`src/rtl/md5_block_padder.sv`:
```
// MD5 padding stage: packs 32-bit LE message words into 512-bit blocks and appends 0x80, zero fill and 64-bit bit length.
// Optional MD5_PADDER_STATS_EN adds stat_blocks / stat_msgs handshake counters.
module md5_block_padder #(
    parameter int CNT_WIDTH = 61
) (
    input  logic         clk,
    input  logic         reset,
    input  logic [31:0]  in_data,
    input  logic         in_valid,
    output logic         in_ready,
    input  logic         in_last,
    input  logic [1:0]   in_bytes,
    output logic [511:0] blk_data,
    output logic         blk_valid,
    input  logic         blk_ready,
    output logic         blk_last
`ifdef MD5_PADDER_STATS_EN
    ,
    output logic [31:0]  stat_blocks,
    output logic [31:0]  stat_msgs
`endif
);

    typedef enum logic [1:0] {
        S_FILL = 2'd0,
        S_PAD  = 2'd1,
        S_OUT  = 2'd2
    } state_t;

    state_t                 state, state_nxt;
    logic [3:0]             word_idx, idx_nxt;
    logic [CNT_WIDTH-1:0]   byte_cnt, cnt_nxt;
    logic                   marker_done, mk_nxt;
    logic                   msg_end, end_nxt;
    logic [511:0]           blk_q, blk_nxt;
    logic                   blk_last_q, last_nxt;
    logic                   in_fire, out_fire;
    logic [8:0]             wsel;
    logic [2:0]             nbytes;
    logic [63:0]            bit_len;

    // Invalid trailing bytes of the final word are replaced by the marker and zero fill.
    function automatic logic [31:0] pad_last(input logic [31:0] d, input logic [1:0] nb);
        case (nb)
            2'd1:    pad_last = {16'h0000, 8'h80, d[7:0]};
            2'd2:    pad_last = {8'h00, 8'h80, d[15:0]};
            2'd3:    pad_last = {8'h80, d[23:0]};
            default: pad_last = d;
        endcase
    endfunction

    always_ff @(posedge clk or negedge reset) begin
        if (!reset) begin
            state       <= S_FILL;
            word_idx    <= 4'd0;
            byte_cnt    <= '0;
            marker_done <= 1'b0;
            msg_end     <= 1'b0;
            blk_q       <= '0;
            blk_last_q  <= 1'b0;
        end else begin
            state       <= state_nxt;
            word_idx    <= idx_nxt;
            byte_cnt    <= cnt_nxt;
            marker_done <= mk_nxt;
            msg_end     <= end_nxt;
            blk_q       <= blk_nxt;
            blk_last_q  <= last_nxt;
        end
    end

    always_comb begin
        state_nxt = state;
        idx_nxt   = word_idx;
        cnt_nxt   = byte_cnt;
        mk_nxt    = marker_done;
        end_nxt   = msg_end;
        blk_nxt   = blk_q;
        last_nxt  = blk_last_q;
        in_ready  = (state == S_FILL);
        blk_valid = (state == S_OUT);
        in_fire   = in_valid && in_ready;
        out_fire  = blk_valid && blk_ready;
        wsel      = {word_idx, 5'd0};
        nbytes    = (in_bytes == 2'd0) ? 3'd4 : {1'b0, in_bytes};
        bit_len   = 64'({byte_cnt, 3'b000});

        case (state)
            S_FILL: begin
                if (in_fire) begin
                    if (in_last) begin
                        blk_nxt[wsel +: 32] = pad_last(in_data, in_bytes);
                        cnt_nxt = byte_cnt + CNT_WIDTH'(nbytes);
                        mk_nxt  = (in_bytes != 2'd0);
                        end_nxt = 1'b1;
                    end else begin
                        blk_nxt[wsel +: 32] = in_data;
                        cnt_nxt = byte_cnt + CNT_WIDTH'(3'd4);
                    end
                    if (word_idx == 4'd15) begin
                        state_nxt = S_OUT;
                        last_nxt  = 1'b0;
                        idx_nxt   = 4'd0;
                    end else begin
                        idx_nxt = word_idx + 4'd1;
                        if (in_last) state_nxt = S_PAD;
                    end
                end
            end
            S_PAD: begin
                if (marker_done && word_idx == 4'd14) begin
                    blk_nxt[14*32 +: 32] = bit_len[31:0];
                    blk_nxt[15*32 +: 32] = bit_len[63:32];
                    state_nxt = S_OUT;
                    last_nxt  = 1'b1;
                end else begin
                    blk_nxt[wsel +: 32] = marker_done ? 32'h0000_0000 : 32'h0000_0080;
                    mk_nxt = 1'b1;
                    if (word_idx == 4'd15) begin
                        state_nxt = S_OUT;
                        last_nxt  = 1'b0;
                        idx_nxt   = 4'd0;
                    end else begin
                        idx_nxt = word_idx + 4'd1;
                    end
                end
            end
            S_OUT: begin
                if (out_fire) begin
                    if (blk_last_q) begin
                        state_nxt = S_FILL;
                        idx_nxt   = 4'd0;
                        cnt_nxt   = '0;
                        mk_nxt    = 1'b0;
                        end_nxt   = 1'b0;
                        blk_nxt   = '0;
                    end else if (msg_end) begin
                        // Length did not fit: a second, padding-only block follows.
                        state_nxt = S_PAD;
                    end else begin
                        state_nxt = S_FILL;
                    end
                end
            end
            default: state_nxt = S_FILL;
        endcase
    end

    assign blk_data = blk_q;
    assign blk_last = blk_last_q;

`ifdef MD5_PADDER_STATS_EN
    always_ff @(posedge clk or negedge reset) begin
        if (!reset) begin
            stat_blocks <= 32'd0;
            stat_msgs   <= 32'd0;
        end else if (out_fire) begin
            stat_blocks <= stat_blocks + 32'd1;
            if (blk_last_q) stat_msgs <= stat_msgs + 32'd1;
        end
    end
`endif

endmodule

```
`config.mk`:
```
export PLATFORM = sky130hd
export DESIGN_NAME = md5_block_padder
export DESIGN_NICKNAME = d
export VERILOG_FILES = /design/src/rtl/md5_block_padder.sv
export SDC_FILE = /design/constraint.sdc
export NUM_CORES = 1
export LEC_CHECK = 0
export ABC_AREA = 1
export CAP_MARGIN = 30
export CELL_PAD_IN_SITES_DETAIL_PLACEMENT = 1
export CELL_PAD_IN_SITES_GLOBAL_PLACEMENT = 1
export CORE_AREA = 2 2 206 411
export DETAILED_ROUTE_END_ITERATION = 6
export DIE_AREA = 0 0 208 413
export HOLD_SLACK_MARGIN = 0.15
export PLACE_DENSITY = 0.86
export SLEW_MARGIN = 0
export SYNTH_ARGS = -nofsm -noshare
export SYNTH_HDL_FRONTEND = slang
export SYNTH_SLANG_ARGS = --single-unit
```
`constraint.sdc`:
```
create_clock -name clk -period 2.9 [get_ports clk]
set_input_delay 0.725 -clock clk [delete_from_list [all_inputs] [get_ports clk]]
set_output_delay 0.725 -clock clk [all_outputs]
set_load 0.01 [all_outputs]
```
==> out/qor.yml, run 1 <==
cells_and_area:
  seqCellArea_sq_um: 14600
  nFillCells: 9898
  fin_util: 0.478
  layout-area-overhead-vs-synth_pct: 37.8
  final_area_sq_um: 39700
  drive_above_1_share: 0.113
  stdcell_count: 5525
  multiInputGateArea_sq_um: 12500
  final_nets: 4466
timing:
  worst_hold_slack_ns: 0.476
  final_max_slew_viol_count: 0
  relSlewSlack: 0.425
  worstMarginPinSlew_ns: 0.861
  fmax_mhz: 347
  tns_ns: 0
  fin_crit_sh: 0.995
  period_needed_ns: 2.89
  clock_skew_ns: 0.0315
  fin_ws_ns: 0.0141
  hold_viol_final: 0
  setup-violations-final: 0
power:
  combPwrFrac: 0.519
  p_clk_frac: 0.196
  internal_power_mw: 20.8
  power_density_nw_per_um2: 997
  p_leak_nw: 18.4
  power_switching_mw: 18.7
  switching_share: 0.474
  ir_worst_vdd_uv: 719
  p_seq_frac: 0.284
  power_mw: 39.5
logic_synthesis:
  synth_fa_ha_area_frac: 0.00635
  synth_fp_nets: 3741
  ys_async_sr_fraction: 1.00
  seq_area_frac_synth: 0.506
  synth_compound_area_frac: 0.125
  syn_area_sq_um: 28800
  ys_seq_elements: 582
  synthXorXnorAreaFrac: 0.000304
  synth_top_family_by_area: "simple AND/OR/NAND/NOR gates"
  synth-simple-area-share: 0.301
  netlist_instances: 3688
  yosys_warnings: 0
  synth.avg_cell_area_sq_um: 7.80
  ys.flop_type: "dfrtp_1"
  synth-edff-count: 0
  synth_mux_area_frac: 0
  synth.distinct_cells: 54
critical_path:
  reg2reg_depth: 13
  cp_data_arrival_time_ns: 3.41
  reg2reg_slack_ns: 0.01
  critical_path_peak_fanout: 29
  crit_chain: "inv_2 > ha_4 > inv_1 > nand2_1 > nand2_2 > buf_4 > nor2_2 > nand2_2 > inv_2 > nand2_1 > nor2_2 > inv_2 > o21ai_0"
  startpoint_type: "register"
  critical_path.most_common_cell: "inv_2"
  crit_type: "reg2reg"
  cp-startpoint: "word_idx[1]"
  cp-end-kind: "register"
  cp.required_ns: 3.42
  reg2reg_from: "word_idx[1]"
  slowest_delay_ns: 0.47
  critPathSlowestCell: "dfrtp_1"
cts:
  cts_tree: "built"
  htreeDepth: 2
  clockBufferDepth: 3
  clk_pin_slew_worst_paths_ns: 0.07
  clock_latency_ns: 0.66
  ctsRootBufferMaster: "clkbuf_16"
  clock_sinks: 582
  cts_buffers: 54
place:
  place_area_sq_um: 37700
  post-place-cells: 5417
  place_hpwl_mm: 115
  pre_cts_ws_ns: -0.347
  gp_congestion: 0.971
  port_buffers: 553
grt:
  antenna_found_initial: 8
  grt_usage: 0.339
  grt_pass1_vias: 32900
  grt_overflow: 0
  grt_start_max_net_pins: 100
  grt_pass1_wl_mm: 220
floorplan:
  fp.dieW_um: 208
  io_pins: 554
  die-area_sq_um: 85900
  start_util: 0.347
  floorplan.rows: 150
  core_sq_um: 83000
  die-height_um: 413
route:
  drt_iter0_markers: 2812
  vias_per_cell: 5.66
  antenna_left: 0
  wl_per_cell_um: 26.9
  dr.pass1.iters: 6
  vias: 31300
  drc: 0
  routed_wl_mm: 149
worst_hold_path:
  min_path_type: "reg2reg"
job:
  drv_cap: 0
run_status:
  outcome: "finished, final reports clean"
==> layout make-up <==
| class | instances | area share |
|---|---|---|
| Inverter | 216 | 0.0208 |
| Tap cell | 1064 | 0.0336 |
| Multi-Input combinational cell | 2682 | 0.315 |
| Sequential cell | 582 | 0.367 |
| Timing Repair Buffer | 877 | 0.216 |
| Antenna cell | 3 | 0.000189 |
| Clock inverter | 30 | 0.00899 |
| Clock buffer | 71 | 0.0382 |
==> cells in the mapped netlist, types with 13 or more instances <==
cell | number | area share
dfrtp_1 | 582 | 0.51
nor3_1 | 95 | 0.017
a21boi_0 | 14 | 0.0037
buf_2 | 68 | 0.012
clkbuf_1 | 104 | 0.014
a31oi_1 | 16 | 0.0035
ha_1 | 13 | 0.0057
buf_1 | 17 | 0.0022
o21ai_1 | 117 | 0.020
inv_1 | 186 | 0.024
nor2_2 | 14 | 0.0030
nand2_1 | 1138 | 0.15
nor2_1 | 362 | 0.047
o21ai_0 | 306 | 0.053
buf_4 | 13 | 0.0034
nand4_1 | 35 | 0.0076
nand3_1 | 318 | 0.055
o2111ai_1 | 65 | 0.020
o22ai_1 | 19 | 0.0041
a21oi_1 | 66 | 0.011
inv_2 | 22 | 0.0029
==> logic make-up (layout without fill, tap and decap cells) <==
kind of cell | after synthesis | after routing
AOI/OAI and AO/OA | 637 | 637
xor gates and xnor gates | 1 | 1
adders and majority gates | 14 | 14
buffers and inverters | 424 | 1194
DFF | 582 | 582
other | 0 | 3
and+or+nand+nor | 2030 | 2030
==> how the worst min path moves through the flow <==
stage	from	endpoint	slack, ns	depth (start not counted)
after detailed placement	register	register	0.47	2
after global placement	register	register	0.45	2
after global routing	register	register	0.50	2
after floorplan	reset	async pin	0.43	0
after CTS	register	register	0.48	2
final	register	register	0.48	2
==> power by group through the flow <==
| stage | Sequential (mW) | Combinational, mW | Clock, mW |
|---|---|---|---|
| 6_report | 11.2 | 20.5 | 7.76 |
| 5_1_grt | 11.3 | 21.7 | 8.11 |
| 4_1_cts | 11.2 | 20.1 | 7.86 |
| 3_5_place_dp | 11.3 | 19.9 | 0 |
| 3_3_place_gp | 11.2 | 19.2 | 0 |
| 2_1_floorplan | 11.3 | 9.27 | 0 |
==> cell usage in the layout, fill, tap and decap left out, types with 14 or more instances in the layout <==
master / n
clkdlybuf4s50_1: 550
nand2_1: 1137
dfrtp_1: 582
nand3_1: 318
clkbuf_16: 55
inv_2: 24
a21oi_1: 66
nor2_1: 362
a31oi_1: 16
nand4_1: 35
buf_12: 47
nor3_1: 95
o21ai_1: 117
inv_1: 182
buf_4: 273
nor2_2: 14
a21boi_0: 14
o22ai_1: 19
o2111ai_1: 65
o21ai_0: 306
==> critical path, delay by kind of cell (launching register included) <==
family	cells	cell delay (ns)
AND/OR/NAND/NOR	6	0.96
buffers and inverters	5	0.82
flip-flops	1	0.47
AO/OA/AOI/OAI	1	0.34
adder cells (fa/ha/maj)	1	0.16
==> repair_timing <==
item / in CTS / in global routing
endpoints found under the hold margin: 40 / 0
buffers inserted: 0 / 3
gates resized for setup: 5 / 3
hold buffers: 1 / 0
endpoints found under the setup margin: 36 / 69
pin swaps: 0 / 1
==> metal layers <==
layer	part of all wire	global-route usage	vias up	wire, um
met1	0.38	0.405	15700	57100
li1	-	-	13600	-
met2	0.46	0.555	1592	68400
met4	0.062	0.178	6	9250
met3	0.093	0.0938	385	13900
met5	0.00050	0	-	74
(Power assumes the default switching activity.)
==> inputs of run 2 (changes only) <==
--- a/config.mk
+++ b/config.mk
@@ -9,11 +9,12 @@
 export CAP_MARGIN = 30
 export CELL_PAD_IN_SITES_DETAIL_PLACEMENT = 1
 export CELL_PAD_IN_SITES_GLOBAL_PLACEMENT = 1
-export CORE_AREA = 2 2 206 411
+export CORE_AREA = 2 2 238 357
+export CTS_CLUSTER_SIZE = 25
 export DETAILED_ROUTE_END_ITERATION = 6
-export DIE_AREA = 0 0 208 413
+export DIE_AREA = 0 0 240 359
 export HOLD_SLACK_MARGIN = 0.15
-export PLACE_DENSITY = 0.86
+export PLACE_DENSITY = 0.82
 export SLEW_MARGIN = 0
 export SYNTH_ARGS = -nofsm -noshare
 export SYNTH_HDL_FRONTEND = slang
==> out/qor.yml, run 2 (synthesized netlist as in run 1, its figures left out) <==
power:
  internal_power_mw: 21.0
  power_mw: 39.4
  power_density_nw_per_um2: 990
  p_leak_nw: 18.4
  p_clk_frac: 0.205
  combPwrFrac: 0.512
  p_seq_frac: 0.283
  power_switching_mw: 18.4
  ir_worst_vdd_uv: 823
  switching_share: 0.468
critical_path:
  crit_type: "reg2reg"
  crit_family: "simple AND/OR/NAND/NOR gates"
  startpoint_type: "register"
  cp_data_arrival_time_ns: 3.34
  cp.required_ns: 3.42
  slowest_delay_ns: 0.45
  critPathSlowestCell: "dfrtp_1"
  crit_chain: "inv_1 > ha_4 > inv_1 > nand2_1 > nand2_2 > buf_4 > nor2_1 > nand2_1 > nor2_4 > inv_2 > nand2_1 > inv_2 > buf_12 > nand2_1 > nand2_1"
  cp-end-kind: "register"
  critical_path.most_common_cell: "nand2_1"
  critical_path_peak_fanout: 29
  path_buf_inv: 6
floorplan:
  io_pins: 554
  start_util: 0.345
  fp.dieW_um: 240
  die-height_um: 359
  core_sq_um: 83300
  die-area_sq_um: 86200
  floorplan.rows: 130
route:
  drt_iter0_markers: 2374
  vias: 30800
  antenna_left: 0
  drc: 0
  wl_per_cell_um: 26.2
  routed_wl_mm: 147
  vias_per_cell: 5.51
  dr.pass1.iters: 5
cts:
  cts_setup_buffers: 0
  cts_buffers: 60
  htreeDepth: 2
  clockBufferDepth: 3
  clock_sinks: 582
  cts_tree: "built"
  clock_latency_ns: 0.66
  clk_pin_slew_worst_paths_ns: 0.06
  ctsRootBufferMaster: "clkbuf_16"
place:
  port_buffers: 553
  post-place-cells: 5473
  place_area_sq_um: 37700
  gp_congestion: 0.963
  place_hpwl_mm: 114
  pre_cts_ws_ns: -0.243
cells_and_area:
  drive_above_1_share: 0.111
  stdcell_count: 5601
  layout-area-overhead-vs-synth_pct: 38.2
  final_common_cell: "nand2_1"
  final_area_sq_um: 39800
  seqCellArea_sq_um: 14600
  final_nets: 4469
  most-common-layout-cells: "nand2_1, dfrtp_1, clkdlybuf4s50_1"
  nFillCells: 10100
  multiInputGateArea_sq_um: 12500
timing:
  worst_hold_slack_ns: 0.473
  worstMarginPinSlew_ns: 0.935
  hold_viol_final: 0
  final_max_slew_viol_count: 0
  rsz0062_at_grt: "no"
  fin_ws_ns: 0.0834
  relSlewSlack: 0.372
  clock_skew_ns: 0.0295
  fin_crit_sh: 0.971
  fmax_mhz: 355
  setup-violations-final: 0
  period_needed_ns: 2.82
grt:
  antenna_found_initial: 17
  grt_overflow: 0
  grt_start_max_net_pins: 83
  grt_pass1_wl_mm: 214
  grt_pass1_vias: 33000
  grt_usage: 0.333
run_status:
  outcome: "finished, final reports clean"
job:
  drv_cap: 0
worst_hold_path:
  min_path_type: "reg2reg"
[run 2: per-stage QoR]
step	TNS (ns)	utilization
final	0	0.478
after global routing	0	0.477
after CTS	0	0.477
after detailed placement	-3.02	0.453
after global placement	-0.433	0.453
after floorplan	0	-
[run 2: final timing paths]
path / startpoint / end / slack [ns] / depth (start not counted)
max: word_idx[1] / register / 0.08 / 15
min in group asynchronous: reset / blk_data[230] / 0.64 / 2
max in group asynchronous: reset / async pin / 1.35 / 4
min reg2reg: register / register / 0.47 / 2
max reg2reg: word_idx[1] / register / 0.08 / 15
min: register / register / 0.47 / 2
[run 2: worst register-to-register path: stages (launching register included)]
cell     delay, ns
dfrtp_1       0.45
inv_1         0.14
ha_4          0.16
inv_1         0.04
nand2_1       0.06
nand2_2       0.07
buf_4         0.25
nor2_1        0.42
nand2_1       0.27
nor2_4        0.22
inv_2         0.15
nand2_1       0.10
inv_2         0.05
buf_12        0.15
nand2_1       0.11
nand2_1       0.06
[run 2: power groups by stage]
stage,Clock [mW],Sequential [mW],Combinational (mW)
2_1_floorplan,0,11.3,9.27
3_3_place_gp,0,11.2,19.2
3_5_place_dp,0,11.2,19.7
4_1_cts,8.18,11.1,19.8
5_1_grt,8.48,11.2,21.4
6_report,8.08,11.1,20.2
[run 2: cell type report]
| type | count | share of cell area |
|---|---|---|
| well taps | 1122 | 0.0353 |
| multi-input cells | 2684 | 0.314 |
| inverters | 216 | 0.0206 |
| clock inverters | 22 | 0.00635 |
| diodes | 15 | 0.000944 |
| repair buffers | 872 | 0.213 |
| clock buffers | 88 | 0.0437 |
| flip-flops and latches | 582 | 0.366 |
[run 2: what timing repair did]
item / CTS / global route
gates cloned: 0 / 2
pin swaps: 0 / 2
gates resized for setup: 4 / 3
setup endpoints to repair: 3 / 51
endpoints found under the hold margin: 36 / 0
hold buffers: 1 / 0
[run 2: routing by layer]
layer  global-route usage  vias up  routed length (um)
met5                    0        -                  41
met4                0.230        6               11900
met3               0.0559      485                9050
met2                0.580     1274               72800
met1                0.366    15400               52900
li1                     -    13600                   -
